===== src/rtl/seq_det_pkg.sv =====
// Shared types and defaults for the programmable serial pattern detector.
package seq_det_pkg;

  typedef enum logic [1:0] {
    StIdle  = 2'd0,
    StArmed = 2'd1,
    StDone  = 2'd2
  } state_e;

  localparam int unsigned DefMaxLen = 8;
  localparam int unsigned DefCntW   = 8;

  // Width needed to hold a length value in 0..max_len.
  function automatic int unsigned len_w(input int unsigned max_len);
    return $clog2(max_len + 1);
  endfunction

endpackage


===== src/rtl/seq_det_core.sv =====
// Shift/compare core: history shift register, saturating seen counter and
// length-masked pattern compare. match is combinational for the current edge.
module seq_det_core
  import seq_det_pkg::*;
#(
  parameter int unsigned MAX_LEN = DefMaxLen,
  parameter int unsigned LEN_W   = len_w(MAX_LEN)
) (
  input  logic               clk,
  input  logic               rst,
  input  logic               shift_en,
  input  logic               clear,
  input  logic               bit_in,
  input  logic [LEN_W-1:0]   len,
  input  logic [MAX_LEN-1:0] pattern,
  input  logic               overlap,
  output logic               match
);

  logic [MAX_LEN-1:0] history;
  logic [MAX_LEN-1:0] hist_next;
  logic [MAX_LEN-1:0] mask;
  logic [LEN_W-1:0]   seen;
  logic [LEN_W:0]     seen_inc;

  // Next history, compare mask and match decision for the accepting edge.
  always_comb begin
    hist_next = {history[MAX_LEN-2:0], bit_in};
    mask      = '0;
    for (int i = 0; i < int'(MAX_LEN); i++) begin
      mask[i] = (i < int'(len));
    end
    seen_inc = (LEN_W+1)'(seen) + (LEN_W+1)'(1);
    match    = shift_en && (len != '0) && (seen_inc >= (LEN_W+1)'(len)) &&
               (((hist_next ^ pattern) & mask) == '0);
  end

  // History and seen counter; non-overlap restarts counting after a hit.
  always_ff @(posedge clk) begin
    if (rst || clear) begin
      history <= '0;
      seen    <= '0;
    end else if (shift_en) begin
      history <= hist_next;
      if (match && !overlap) begin
        seen <= '0;
      end else if (seen < len) begin
        seen <= seen_inc[LEN_W-1:0];
      end
    end
  end

endmodule


===== src/rtl/seq_det_ctrl.sv =====
// Programmable serial pattern-detector controller: config registers, FSM,
// valid/ready handshake and match counting around seq_det_core.
// Optional build macro SEQ_DET_FIRST_POS_EN adds the first_pos output.
module seq_det_ctrl
  import seq_det_pkg::*;
#(
  parameter int unsigned MAX_LEN = DefMaxLen,
  parameter int unsigned CNT_W   = DefCntW,
  parameter int unsigned LEN_W   = len_w(MAX_LEN)
) (
  input  logic               clk,
  input  logic               rst,
  input  logic               cfg_we,
  input  logic [MAX_LEN-1:0] cfg_pattern,
  input  logic [LEN_W-1:0]   cfg_len,
  input  logic               cfg_overlap,
  input  logic [CNT_W-1:0]   cfg_target,
  input  logic               start,
  input  logic               abort,
  input  logic               in_valid,
  input  logic               in,
  output logic               in_ready,
  output logic               z,
  output logic [CNT_W-1:0]   match_cnt,
  output logic               busy,
`ifdef SEQ_DET_FIRST_POS_EN
  output logic [15:0]        first_pos,
`endif
  output logic               done
);

  state_e             state;
  logic [MAX_LEN-1:0] pat_q;
  logic [LEN_W-1:0]   len_q;
  logic               ovl_q;
  logic [CNT_W-1:0]   tgt_q;

  logic               len_legal;
  logic               arm;
  logic               accept;
  logic               core_match;
  logic               hit;
  logic [CNT_W:0]     cnt_inc;

  // Handshake, arming and hit decode from the current state.
  always_comb begin
    in_ready  = (state == StArmed);
    busy      = (state == StArmed);
    done      = (state == StDone);
    len_legal = (len_q != '0) && (len_q <= LEN_W'(MAX_LEN));
    // Rearming from DONE also requires a legal length so the core never runs unmasked.
    arm       = ((state == StIdle) || (state == StDone)) && start && !abort && len_legal;
    accept    = in_valid && in_ready;
    hit       = accept && core_match && !abort;
    cnt_inc   = (CNT_W+1)'(match_cnt) + (CNT_W+1)'(1);
  end

  seq_det_core #(
    .MAX_LEN(MAX_LEN),
    .LEN_W  (LEN_W)
  ) u_core (
    .clk     (clk),
    .rst     (rst),
    .shift_en(accept),
    .clear   (arm),
    .bit_in  (in),
    .len     (len_q),
    .pattern (pat_q),
    .overlap (ovl_q),
    .match   (core_match)
  );

  // Control FSM with config capture, registered match pulse and counter.
  always_ff @(posedge clk) begin
    if (rst) begin
      state     <= StIdle;
      z         <= 1'b0;
      match_cnt <= '0;
      pat_q     <= '0;
      len_q     <= '0;
      ovl_q     <= 1'b0;
      tgt_q     <= '0;
    end else begin
      z <= 1'b0;
      if (cfg_we && (state != StArmed)) begin
        pat_q <= cfg_pattern;
        len_q <= cfg_len;
        ovl_q <= cfg_overlap;
        tgt_q <= cfg_target;
      end
      unique case (state)
        StIdle: begin
          if (arm) begin
            state     <= StArmed;
            match_cnt <= '0;
          end
        end
        StArmed: begin
          if (abort) begin
            state <= StIdle;
          end else if (hit) begin
            z <= 1'b1;
            if (match_cnt != '1) begin
              match_cnt <= cnt_inc[CNT_W-1:0];
            end
            if ((tgt_q != '0) && (cnt_inc == (CNT_W+1)'(tgt_q))) begin
              state <= StDone;
            end
          end
        end
        StDone: begin
          if (abort) begin
            state <= StIdle;
          end else if (arm) begin
            state     <= StArmed;
            match_cnt <= '0;
          end
        end
        default: state <= StIdle;
      endcase
    end
  end

`ifdef SEQ_DET_FIRST_POS_EN
  logic [15:0] acc_cnt;
  logic        found;

  // Index of the accepted bit completing the first match since start.
  always_ff @(posedge clk) begin
    if (rst || arm) begin
      acc_cnt   <= '0;
      first_pos <= 16'hFFFF;
      found     <= 1'b0;
    end else if (accept && !abort) begin
      if (hit && !found) begin
        first_pos <= acc_cnt;
        found     <= 1'b1;
      end
      if (acc_cnt != 16'hFFFF) begin
        acc_cnt <= acc_cnt + 16'd1;
      end
    end
  end
`endif

endmodule


===== config.mk =====
export PLATFORM = sky130hd
export DESIGN_NAME = seq_det_ctrl
export DESIGN_NICKNAME = d
export VERILOG_FILES = /design/src/rtl/seq_det_pkg.sv /design/src/rtl/seq_det_core.sv /design/src/rtl/seq_det_ctrl.sv
export SDC_FILE = /design/constraint.sdc
export NUM_CORES = 1
export LEC_CHECK = 0
export BUFFER_PORTS_ARGS = -buffer_cell sky130_fd_sc_hd__clkbuf_2
export CAP_MARGIN = 5
export CORE_UTILIZATION = 55
export DETAILED_ROUTE_END_ITERATION = 10
export MAX_ROUTING_LAYER = met4
export PLACE_DENSITY = 0.78
export SYNTH_ARGS = -nofsm -noshare
export SYNTH_HDL_FRONTEND = slang
export SYNTH_SLANG_ARGS = --single-unit

===== constraint.sdc =====
create_clock -name clk -period 2.1 [get_ports clk]
set_input_delay 0.42 -clock clk [delete_from_list [all_inputs] [get_ports clk]]
set_output_delay 0.42 -clock clk [all_outputs]
set_load 0.005 [all_outputs]

==> reports/results.tsv <==
metric	value	unit
Placement Cell Area	2619	sq um
Setup CP Type	reg2reg	
area delta synth->final	20.82	%
Initial DRC Count	196	
power density over the cells	573.3	nW/um^2
vias in the first global route	1948	
Starting Density	57.40	%
critical path data required time	2.32	ns
total core area	4000	sq um
grt ovf	0	
maximum root-to-sink buffer count	2	
Switching Share	26.94	%
TritonCTS Sinks	43	
post-route ant nets	0	
clock power share	32.7	%
# hold bufs at CTS	0	
drt first pass iters	4	
Reg2Reg Setup Slack	0.07	ns
Comb pwr share	12.7	%
Max-Cap Viols	0	
Netlist Area Pre-Place	2296	sq um
Die Span Y	66.61	um
commonest register cell after synthesis	dfxtp_1	
DP Cell Count	371	
initial antenna violation count	0	
crit path max fanout	8	
Final Worst Setup Slack	0.07440	ns
Final Hold Vio Count	0	
RSZ-0062 raised after global routing	yes	
ys async rst share	0	%
Max VDD drop	376.3	uV
leading area contributor after synthesis	dfxtp_1	
most common cell after layout, fill and taps aside	nand2_1	
#FFs+latches synth	43	
vias per cell	5.579	
worst flop-to-flop path startpoint	u_core.seen[1]	
Post-Syn Instances	277	
Leakage	1.238	nW
register area share after synthesis	37.49	%
Net Count, Synth	315	
CP startpoint kind	register	
Max-slew headroom	56.04	%
die width	66.61	um
Post-synth EDFFs	0	
Worst Skew	0.005001	ns
layout cells sized above 1	25.45	%
fin. max-slew vios	0	
boundary pin count	40	
Tmin final	2.026	ns
Hold Crit Start	cfg_pattern[1]	
CTS tree	yes	
Least-Margin Pin Slew	0.6578	ns
outcome	completed	
Die ar.	4437	sq um
top-area cell type share of the netlist area	37.49	%
# diodes	0	
hold_ws	0.3361	ns
Wirelength per Cell	13.54	um
unique cell type count in the Yosys netlist	46	
YS warnings	0	
Mean Syn Cell Area	8.289	sq um
port buffer count	39	
Hold Crit Class	in2reg	
non-filler cells in the finished layout	380	
DRC viols	0	
pre-CTS WS	0.01139	ns
total track usage	26.55	%
crit path DAT	2.25	ns
most frequent cells in the layout	53 x nand2_1, 39 x clkbuf_2, 38 x dfxtp_1	
via count	2120	
Nets	367	
Setup Viol. Count Final	0	
global-route wire length before repair	8694	um
part of the power in registers	54.6	%
row cnt	23	
total wire length	5146	um
largest cells by area after synthesis	dfxtp_1 37%, nand2_1 8.7%, xor2_1 5.7%	
Max Fclk	493.7	MHz
clock latency at the later pin of the worst-skew pair	0.29	ns
Root Buffer	clkbuf_8	
largest net degree at the start of global routing	31	
Critical Path Start	u_core.seen[1]	
Period Utilization, post-route	96.46	%
Setup crit end kind	register	
GPL Wtd Cong	0.8724	
H-Tree Depth	2	
switching pwr	0.4284	mW
CTS Buf Count	5	
Internal	1.162	mW
clk slew on worst S/H paths	0.09	ns
Final HPWL DP	3862	um
power consumption	1.590	mW
design area	2774	sq um
## what timing repair did
action                                  in CTS  in global routing
endpoints found under the setup margin       2                 13
buffers inserted                             0                  1
pin swaps                                    1                  8
resized for setup                            0                 15
endpoints found under the hold margin        0                  0
## worst max-delay path, cell delays in order (launching register included)
cell and delay, ns:
dfxtp_4 0.37, ha_4 0.17, xor2_1 0.14, ha_1 0.27
o21ai_1 0.05, o21a_1 0.21, nor3_4 0.31, buf_6 0.18
a41oi_2 0.09, a31oi_1 0.17
## area by class of cell
| cell class | instances | area [sq um] |
|---|---|---|
| clock buffer | 5 | 68.82 |
| clock inverter | 3 | 20.02 |
| fill | 343 | 1226 |
| inverter | 9 | 33.78 |
| multi-input combinational | 212 | 1378 |
| sequential | 43 | 869.6 |
| tap | 50 | 62.56 |
| timing repair buffer | 58 | 341.6 |
## synth_stat cells (2+ instances only)
library cell and n:
nand2b_1 4, o211ai_1 3, dfxtp_1 43, and2_1 3
nand3b_1 3, nor4_1 3, nand3_1 8, nor2_1 16
or3_1 2, buf_2 2, clkbuf_1 8, nand2_1 53
nand4_1 4, ha_1 10, a21oi_1 23, xnor2_1 8
inv_1 9, o21ai_0 6, a211oi_1 6, a31o_2 2
nor2b_1 2, mux2i_1 8, and3_1 2, o21a_1 3
nor3_1 4, a31oi_1 7, xor2_1 15, buf_6 2
## power by group through the flow
stage | logic, mW | registers (mW) | clock network (mW)
finish | 0.201 | 0.868 | 0.521
global route | 0.227 | 0.873 | 0.570
CTS | 0.198 | 0.869 | 0.534
detailed placement | 0.196 | 0.888 | 0
global placement | 0.192 | 0.886 | 0
floorplan | 0.137 | 0.879 | 0
## cells by family after synthesis
family	Yosys count	share of synthesized area, %
and+or+nand+nor	110	23.00
DFF	43	37.49
adders and majority gates	10	5.450
buffers and inverters	22	4.523
xor gates and xnor gates	23	8.774
AOI/OAI and AO/OA	61	17.28
muxes	8	3.488
## metrics by stage
stage | utilization, % | setup TNS [ns]
finish | 69.35 | 0
global route | 69.35 | -0.04901
CTS | 67.69 | 0
detailed placement | 65.47 | 0
global placement | 65.47 | 0
floorplan | - | 0
## state kept, by name, summed over array words and instances (netlist names)
signal          count
match_cnt           8
ovl_q               1
pat_q               8
state               2
len_q               4
tgt_q               8
u_core.seen         4
z                   1
u_core.history      7
## final timing paths
kind                        to  cells past startpoint
hold reg to reg       pat_q[0]                      2
setup / recovery  match_cnt[5]                      9
setup reg to reg  match_cnt[5]                      9
hold / removal        pat_q[1]                      3
## metal layers
metal  up-vias  global-route usage, %  part of all wire [%]
met5         -                      -                     0
met1       975                  35.67                    48
met2        51                  39.90                    46
met4         0                  9.043                   1.7
li1       1084                      -                     -
met3        10                  4.795                   4.4
(Power assumes the default switching activity.)
